`src/rtl/vip_bit_morph_nxn.sv`:
```
// KSIZE x KSIZE binary erosion/dilation/bypass for the 1-bit video path.
// Line buffers and border padding feed a two-stage pipeline with a fixed two-clock latency.
module vip_bit_morph_nxn #(
    parameter int IMG_HDISP   = 640,
    parameter int IMG_VDISP   = 480,
    parameter int KSIZE       = 3,
    parameter int BORDER_MODE = 0
) (
    input  logic       clk,
    input  logic       rst_n,
    input  logic [1:0] mode,
    input  logic       per_frame_vsync,
    input  logic       per_frame_href,
    input  logic       per_frame_clken,
    input  logic       per_img_Bit,
    output logic       post_frame_vsync,
    output logic       post_frame_href,
    output logic       post_frame_clken,
    output logic       post_img_Bit,
    output logic [1:0] frame_mode
);

    localparam int CW = (IMG_HDISP > 1) ? $clog2(IMG_HDISP) : 1;
    localparam int RW = (IMG_VDISP > 1) ? $clog2(IMG_VDISP) : 1;
    localparam int NL = KSIZE - 1;
    localparam logic [1:0] MODE_ERODE  = 2'b01;
    localparam logic [1:0] MODE_DILATE = 2'b10;

    if (KSIZE != 3 && KSIZE != 5) begin : g_ksize_check
        $error("vip_bit_morph_nxn: KSIZE must be 3 or 5");
    end

    logic                     vsync_q_r, href_q_r;
    logic                     acc_s, vs_rise_s, href_fall_s, pad_s;
    logic [CW-1:0]            col_r, cur_col_s;
    logic [RW-1:0]            row_r, cur_row_s;
    logic [1:0]               frame_mode_r, pix_mode_s, mode_s1_r;
    logic [IMG_HDISP-1:0]     lb_r [NL];
    logic [NL-1:0]            hist_r [KSIZE];
    logic [KSIZE-1:0]         vert_s;
    logic [KSIZE*KSIZE-1:0]   tap_s;
    logic [KSIZE-1:0]         row_and_r, row_or_r;
    logic                     bit_s1_r, result_s, post_bit_r;
    logic [2:0]               sync_d1_r, sync_d2_r;

    function automatic logic [CW-1:0] col_sat_inc(input logic [CW-1:0] c);
        return (c == CW'(IMG_HDISP - 1)) ? c : c + CW'(1);
    endfunction

    function automatic logic [RW-1:0] row_sat_inc(input logic [RW-1:0] r);
        return (r == RW'(IMG_VDISP - 1)) ? r : r + RW'(1);
    endfunction

    // Event decode; a vsync rise in the same clock as a pixel makes that pixel (0,0) of the new frame
    always_comb begin
        acc_s       = per_frame_href & per_frame_clken;
        vs_rise_s   = per_frame_vsync & ~vsync_q_r;
        href_fall_s = ~per_frame_href & href_q_r;
        cur_col_s   = vs_rise_s ? '0 : col_r;
        cur_row_s   = vs_rise_s ? '0 : row_r;
        pix_mode_s  = vs_rise_s ? mode : frame_mode_r;
        if (BORDER_MODE == 1) begin
            pad_s = 1'b0;
        end else begin
            pad_s = (pix_mode_s == MODE_ERODE);
        end
    end

    // Column source of each window row: current pixel at the bottom, line buffers above it
    assign vert_s[KSIZE-1] = per_img_Bit;
    for (genvar gl = 0; gl < NL; gl++) begin : g_vert
        assign vert_s[NL-1-gl] = lb_r[gl][IMG_HDISP-1];
    end

    // Window taps; anything above row 0 or left of col 0 is replaced by the pad value
    for (genvar gi = 0; gi < KSIZE; gi++) begin : g_row
        for (genvar gj = 0; gj < KSIZE; gj++) begin : g_col
            localparam int RP = NL - gi;
            localparam int CP = NL - gj;
            logic row_pad_s, col_pad_s, raw_s;
            if (RP > 0) begin : g_rp
                assign row_pad_s = (int'(cur_row_s) < RP);
            end else begin : g_rn
                assign row_pad_s = 1'b0;
            end
            if (CP > 0) begin : g_cp
                assign col_pad_s = (int'(cur_col_s) < CP);
                assign raw_s     = hist_r[gi][gj];
            end else begin : g_cn
                assign col_pad_s = 1'b0;
                assign raw_s     = vert_s[gi];
            end
            assign tap_s[gi*KSIZE+gj] = (row_pad_s | col_pad_s) ? pad_s : raw_s;
        end
    end

    // Edge history, per-frame mode latch and pixel coordinate counters
    always_ff @(posedge clk or negedge rst_n) begin
        if (!rst_n) begin
            vsync_q_r    <= 1'b0;
            href_q_r     <= 1'b0;
            frame_mode_r <= 2'b00;
            col_r        <= '0;
            row_r        <= '0;
        end else begin
            vsync_q_r <= per_frame_vsync;
            href_q_r  <= per_frame_href;
            if (vs_rise_s) begin
                frame_mode_r <= mode;
                row_r        <= '0;
                col_r        <= acc_s ? col_sat_inc('0) : '0;
            end else if (href_fall_s) begin
                col_r <= '0;
                row_r <= row_sat_inc(row_r);
            end else if (acc_s) begin
                col_r <= col_sat_inc(col_r);
            end else begin
                col_r <= col_r;
            end
        end
    end

    // Line buffers and per-row horizontal history, advanced only by accepted pixels
    always_ff @(posedge clk or negedge rst_n) begin
        if (!rst_n) begin
            for (int l = 0; l < NL; l++) lb_r[l] <= '0;
            for (int i = 0; i < KSIZE; i++) hist_r[i] <= '0;
        end else if (acc_s) begin
            lb_r[0] <= {lb_r[0][IMG_HDISP-2:0], per_img_Bit};
            for (int l = 1; l < NL; l++) lb_r[l] <= {lb_r[l][IMG_HDISP-2:0], lb_r[l-1][IMG_HDISP-1]};
            for (int i = 0; i < KSIZE; i++) hist_r[i] <= {vert_s[i], hist_r[i][NL-1:1]};
        end
    end

    // Stage 1: per-row AND/OR of the padded window plus the bypass bit and its frame mode
    always_ff @(posedge clk or negedge rst_n) begin
        if (!rst_n) begin
            row_and_r <= '0;
            row_or_r  <= '0;
            bit_s1_r  <= 1'b0;
            mode_s1_r <= 2'b00;
        end else if (acc_s) begin
            for (int i = 0; i < KSIZE; i++) begin
                row_and_r[i] <= &tap_s[i*KSIZE +: KSIZE];
                row_or_r[i]  <= |tap_s[i*KSIZE +: KSIZE];
            end
            bit_s1_r  <= per_img_Bit;
            mode_s1_r <= pix_mode_s;
        end
    end

    // Stage 2 combine and mode select
    always_comb begin
        case (mode_s1_r)
            MODE_ERODE:  result_s = &row_and_r;
            MODE_DILATE: result_s = |row_or_r;
            default:     result_s = bit_s1_r;
        endcase
    end

    // Stage 2 register with href gating, and the plain sync delay line
    always_ff @(posedge clk or negedge rst_n) begin
        if (!rst_n) begin
            sync_d1_r  <= 3'b000;
            sync_d2_r  <= 3'b000;
            post_bit_r <= 1'b0;
        end else begin
            sync_d1_r <= {per_frame_vsync, per_frame_href, per_frame_clken};
            sync_d2_r <= sync_d1_r;
            if (!sync_d1_r[1]) begin
                post_bit_r <= 1'b0;
            end else if (sync_d1_r[0]) begin
                post_bit_r <= result_s;
            end else begin
                post_bit_r <= post_bit_r;
            end
        end
    end

    assign post_frame_vsync = sync_d2_r[2];
    assign post_frame_href  = sync_d2_r[1];
    assign post_frame_clken = sync_d2_r[0];
    assign post_img_Bit     = post_bit_r;
    assign frame_mode       = frame_mode_r;

endmodule
```
`config.mk`:
```
export PLATFORM = sky130hd
export DESIGN_NAME = vip_bit_morph_nxn
export DESIGN_NICKNAME = d
export VERILOG_FILES = /design/src/rtl/vip_bit_morph_nxn.sv
export SDC_FILE = /design/constraint.sdc
export NUM_CORES = 2
export LEC_CHECK = 0
export CAP_MARGIN = 10
export CORE_ASPECT_RATIO = 1.4
export CORE_MARGIN = 3
export CORE_UTILIZATION = 36
export CTS_BUF_LIST = sky130_fd_sc_hd__clkbuf_2 sky130_fd_sc_hd__clkbuf_4 sky130_fd_sc_hd__clkbuf_8
export CTS_CLUSTER_SIZE = 25
export DETAILED_ROUTE_END_ITERATION = 8
export GPL_TIMING_DRIVEN = 0
export SYNTH_ARGS = -nofsm -noshare
export SYNTH_HDL_FRONTEND = slang
export SYNTH_SLANG_ARGS = --single-unit
export TNS_END_PERCENT = 1
```
`constraint.sdc`:
```
create_clock -name clk -period 2.3 [get_ports clk]
set_clock_uncertainty 0.2 [all_clocks]
set_input_delay 0.345 -clock clk [delete_from_list [all_inputs] [get_ports clk]]
set_output_delay 0.345 -clock clk [all_outputs]
set_load 0.05 [all_outputs]
```
==> impl_results.md <==
* Status: finished with violations
* Violated checks: hold timing
* GRT overflow at 0
* # IOs at 14
* WP data required at 2.84 ns
* Hold Path Class: primary input to asynchronous set/reset pin
* IO Port Bufs at 13
* 1st-iter DRT viols at 2065
* RSZ-0062 raised after global routing: true
* Post-CTS Hold Fix Bufs at 7
* Clock Latency Late Sink at 0.87 ns
* Fmax at 450 MHz
* Critical path type: primary input to flop
* Synth-to-layout area growth at 14.2%
* Cell variety after synth at 53
* Syn nets at 5621
* Residual DRC at 0
* Tcrit/Tclk final at 96.7%
* Nets at 5849
* Final slew viol count at 0
* DIE AREA at 143000 um^2
* CP Capture Type: flop
* TritonCTS clock tree: built
* Tot GR Track Use at 12.2%
* Setup TNS after final layout at 0 ns
* Met2 wire length at 40000 um
* Met3 WL post-DR at 2940 um
* Number of synthesized flops with an enable pin at 0
* GP Congestion at 0.730
* Share of layout cells above drive strength 1 at 8.78%
* Startpoint Class: primary input
* Synthesis-stage register bit count at 1318
* Initial antenna violation count at 1
* Worst-Margin Slew at 1.00 ns
* Smallest hold slack at -0.817 ns
* CTS buffer count at 197
* CTS Sinks at 1318
* First-pass DRT Iterations at 7
* Post-synthesis sequential area ratio at 66.3%
* Max Cap Viol at 0
* Worst path arrival time at 2.77 ns
* Vias at 34260
* Fin. Hold Viols at 485
* Pleak at 32.7 nW
* Final worst slack at 0.0761 ns
* CP Max Fanout at 10
* YS warnings at 0
* Largest net degree at the start of global routing at 181
* Power Density at 805 nW/um^2
* Fillers at 13326
* Vias in the first global route at 33700
* Ys async rst share at 100%
* Post-CTS Setup Bufs at 0
* Peak supply drop at 0.000584 V
* DRT Wirelength at 84300 um
* Post-route ant nets at 0
* Die width at 320 um
* Row cnt at 160
* Clk buf depth at 3
* Cell area after layout at 56800 um^2
* Mean Syn Cell Area at 8.87 um^2
* Tmin final at 2.22 ns
* Mapped Area at 49800 um^2
* Mapped Cells at 5609
* Ys flop type: dfrtp_1
* Vias per inst at 4.41
* Dpl ws at -1.22 ns
* H-Tree Depth at 4
* Die Span Y at 446 um
* CORE AREA at 137000 um^2
* Dpl cell area at 52300 um^2
* Worst relative slew slack at 33.1%
* Dpl hpwl at 49000 um
* Initial Util at 36.5%
* Setup Viol. Count Final at 0
* Wl on met1 at 39600 um
* Clk root buf: clkbuf_8
* First-pass GRT wire length at 152000 um
* Total power at 45.8 mW
* Routed WL per cell at 10.8 um
* DR top layer: met4
* Worst-path clk slew at 0.06 ns
-- flip-flops by register name, indices dropped and copies added, names as in the netlist --
signal / flops
col_r: 10
frame_mode: 2
g_row.g_col.raw_s: 4
lb_r: 1278
mode_s1_r: 2
post_img_Bit: 1
row_and_r: 3
row_or_r: 3
row_r: 9
sync_d1_r: 3
sync_d2_r: 3
-- path summary, 6_finish.rpt --
path | start | slack, ns | to | cells past startpoint
min | rst_n | -0.82 | lb_r[858] | 1
max | per_frame_vsync | 0.08 | row_and_r[1] | 8
max reg2reg | col_r[0] | 0.16 | col_r[8] | 6
min in group clk | sync_d1_r[1] | 0.18 | sync_d2_r[1] | 0
min reg2reg | sync_d1_r[1] | 0.18 | sync_d2_r[1] | 0
max in group asynchronous | rst_n | 0.23 | lb_r[1165] | 4
-- worst max-delay path, stage by stage --
cell,delay (ns)
dlygate4sd3_1,0.62
clkdlybuf4s50_1,0.61
nor2b_1,0.18
buf_6,0.17
clkbuf_1,0.45
o41ai_1,0.15
a21oi_1,0.17
o21ai_1,0.07
-- synthesized netlist by cell type, types with 3 or more instances --
library cell | number | area share, %
and3_2 | 3 | 0.045
inv_1 | 6 | 0.045
a21oi_1 | 4 | 0.040
nand4_1 | 8 | 0.10
xor2_1 | 5 | 0.088
xnor2_1 | 9 | 0.16
nand3_1 | 7 | 0.070
a31oi_1 | 5 | 0.063
o21ai_0 | 13 | 0.13
nor4_1 | 3 | 0.038
nor3_1 | 3 | 0.030
ha_1 | 4 | 0.10
and3_1 | 4 | 0.050
nor2_1 | 24 | 0.18
dfrtp_1 | 1318 | 66
buf_2 | 136 | 1.4
nand2_1 | 3858 | 29
clkbuf_1 | 149 | 1.1
nor4_4 | 4 | 0.17
mux2i_1 | 3 | 0.060
-- per-stage QoR --
| stage | instances | utilization, % |
|---|---|---|
| after floorplan | 5609 | - |
| after global placement | 7404 | 38.2 |
| after detailed placement | 7411 | 38.3 |
| after CTS | 7773 | 41.6 |
| after global routing | 7775 | 41.6 |
| final | 7775 | 41.6 |
-- metal layers --
metal	global-route usage, %	up-vias
met4	3.77	0
met5	0	-
met3	2.81	152
met2	20.8	346
li1	-	17366
met1	15.5	16396
-- report_power, final --
group | internal, mW | leakage [nW] | switching, mW
clock network | 11.6 | 2.32 | 8.95
registers | 23.3 | 18.4 | 0.116
logic | 0.372 | 12.0 | 1.41
total | 35.3 | 32.7 | 10.5
-- cells by family (layout without fill, tap and decap cells) --
family / after synthesis / count (layout) / synth area share (%)
simple gates: 3928 / 3928 / 30.0
flops: 1318 / 1318 / 66.3
buf+inv: 297 / 680 / 2.65
compound gates: 44 / 44 / 0.628
xor+xnor: 14 / 14 / 0.246
fa+ha+maj: 4 / 4 / 0.101
mux: 4 / 4 / 0.0830
other cells: 0 / 1 / 0
-- cell type report --
| class | instances | area (um^2) | share of cell area (%) |
|---|---|---|---|
| sequential | 1318 | 33000 | 58.0 |
| multi-input combinational | 3994 | 15500 | 27.2 |
| clock buffer | 326 | 4060 | 7.13 |
| tap | 1782 | 2230 | 3.92 |
| buffer | 291 | 1300 | 2.28 |
| timing repair buffer | 29 | 473 | 0.832 |
| clock inverter | 28 | 304 | 0.535 |
| inverter | 6 | 22.5 | 0.0396 |
| antenna | 1 | 2.50 | 0.00440 |
-- repair_timing --
action	in CTS	in global routing
setup endpoints to repair	482	444
cloned	1	1
gates resized for setup	18	4
hold endpoints to repair	511	266
-- layout by cell type, fill, tap and decap left out, types with 3 or more instances in the layout --
master           count
mux2i_1              3
a31oi_1              5
ha_1                 4
xor2_1               5
nor2_1              24
buf_2              138
clkbuf_1           149
nand2_1           3858
inv_6                3
clkinvlp_4           4
and3_1               4
nand4_1              8
and3_2               3
xnor2_1              9
nand3_1              7
clkdlybuf4s15_2      4
dlygate4sd3_1        6
a21oi_1              4
o21ai_0             13
inv_8                5
nor3_1               3
nor4_4               4
nor4_1               3
bufinv_16            4
clkinv_2            11
clkbuf_8           259
clkdlybuf4s50_1      6
dfrtp_1           1318
buf_16               8
inv_1                6
clkbuf_4            69
(Power assumes the default switching activity.)
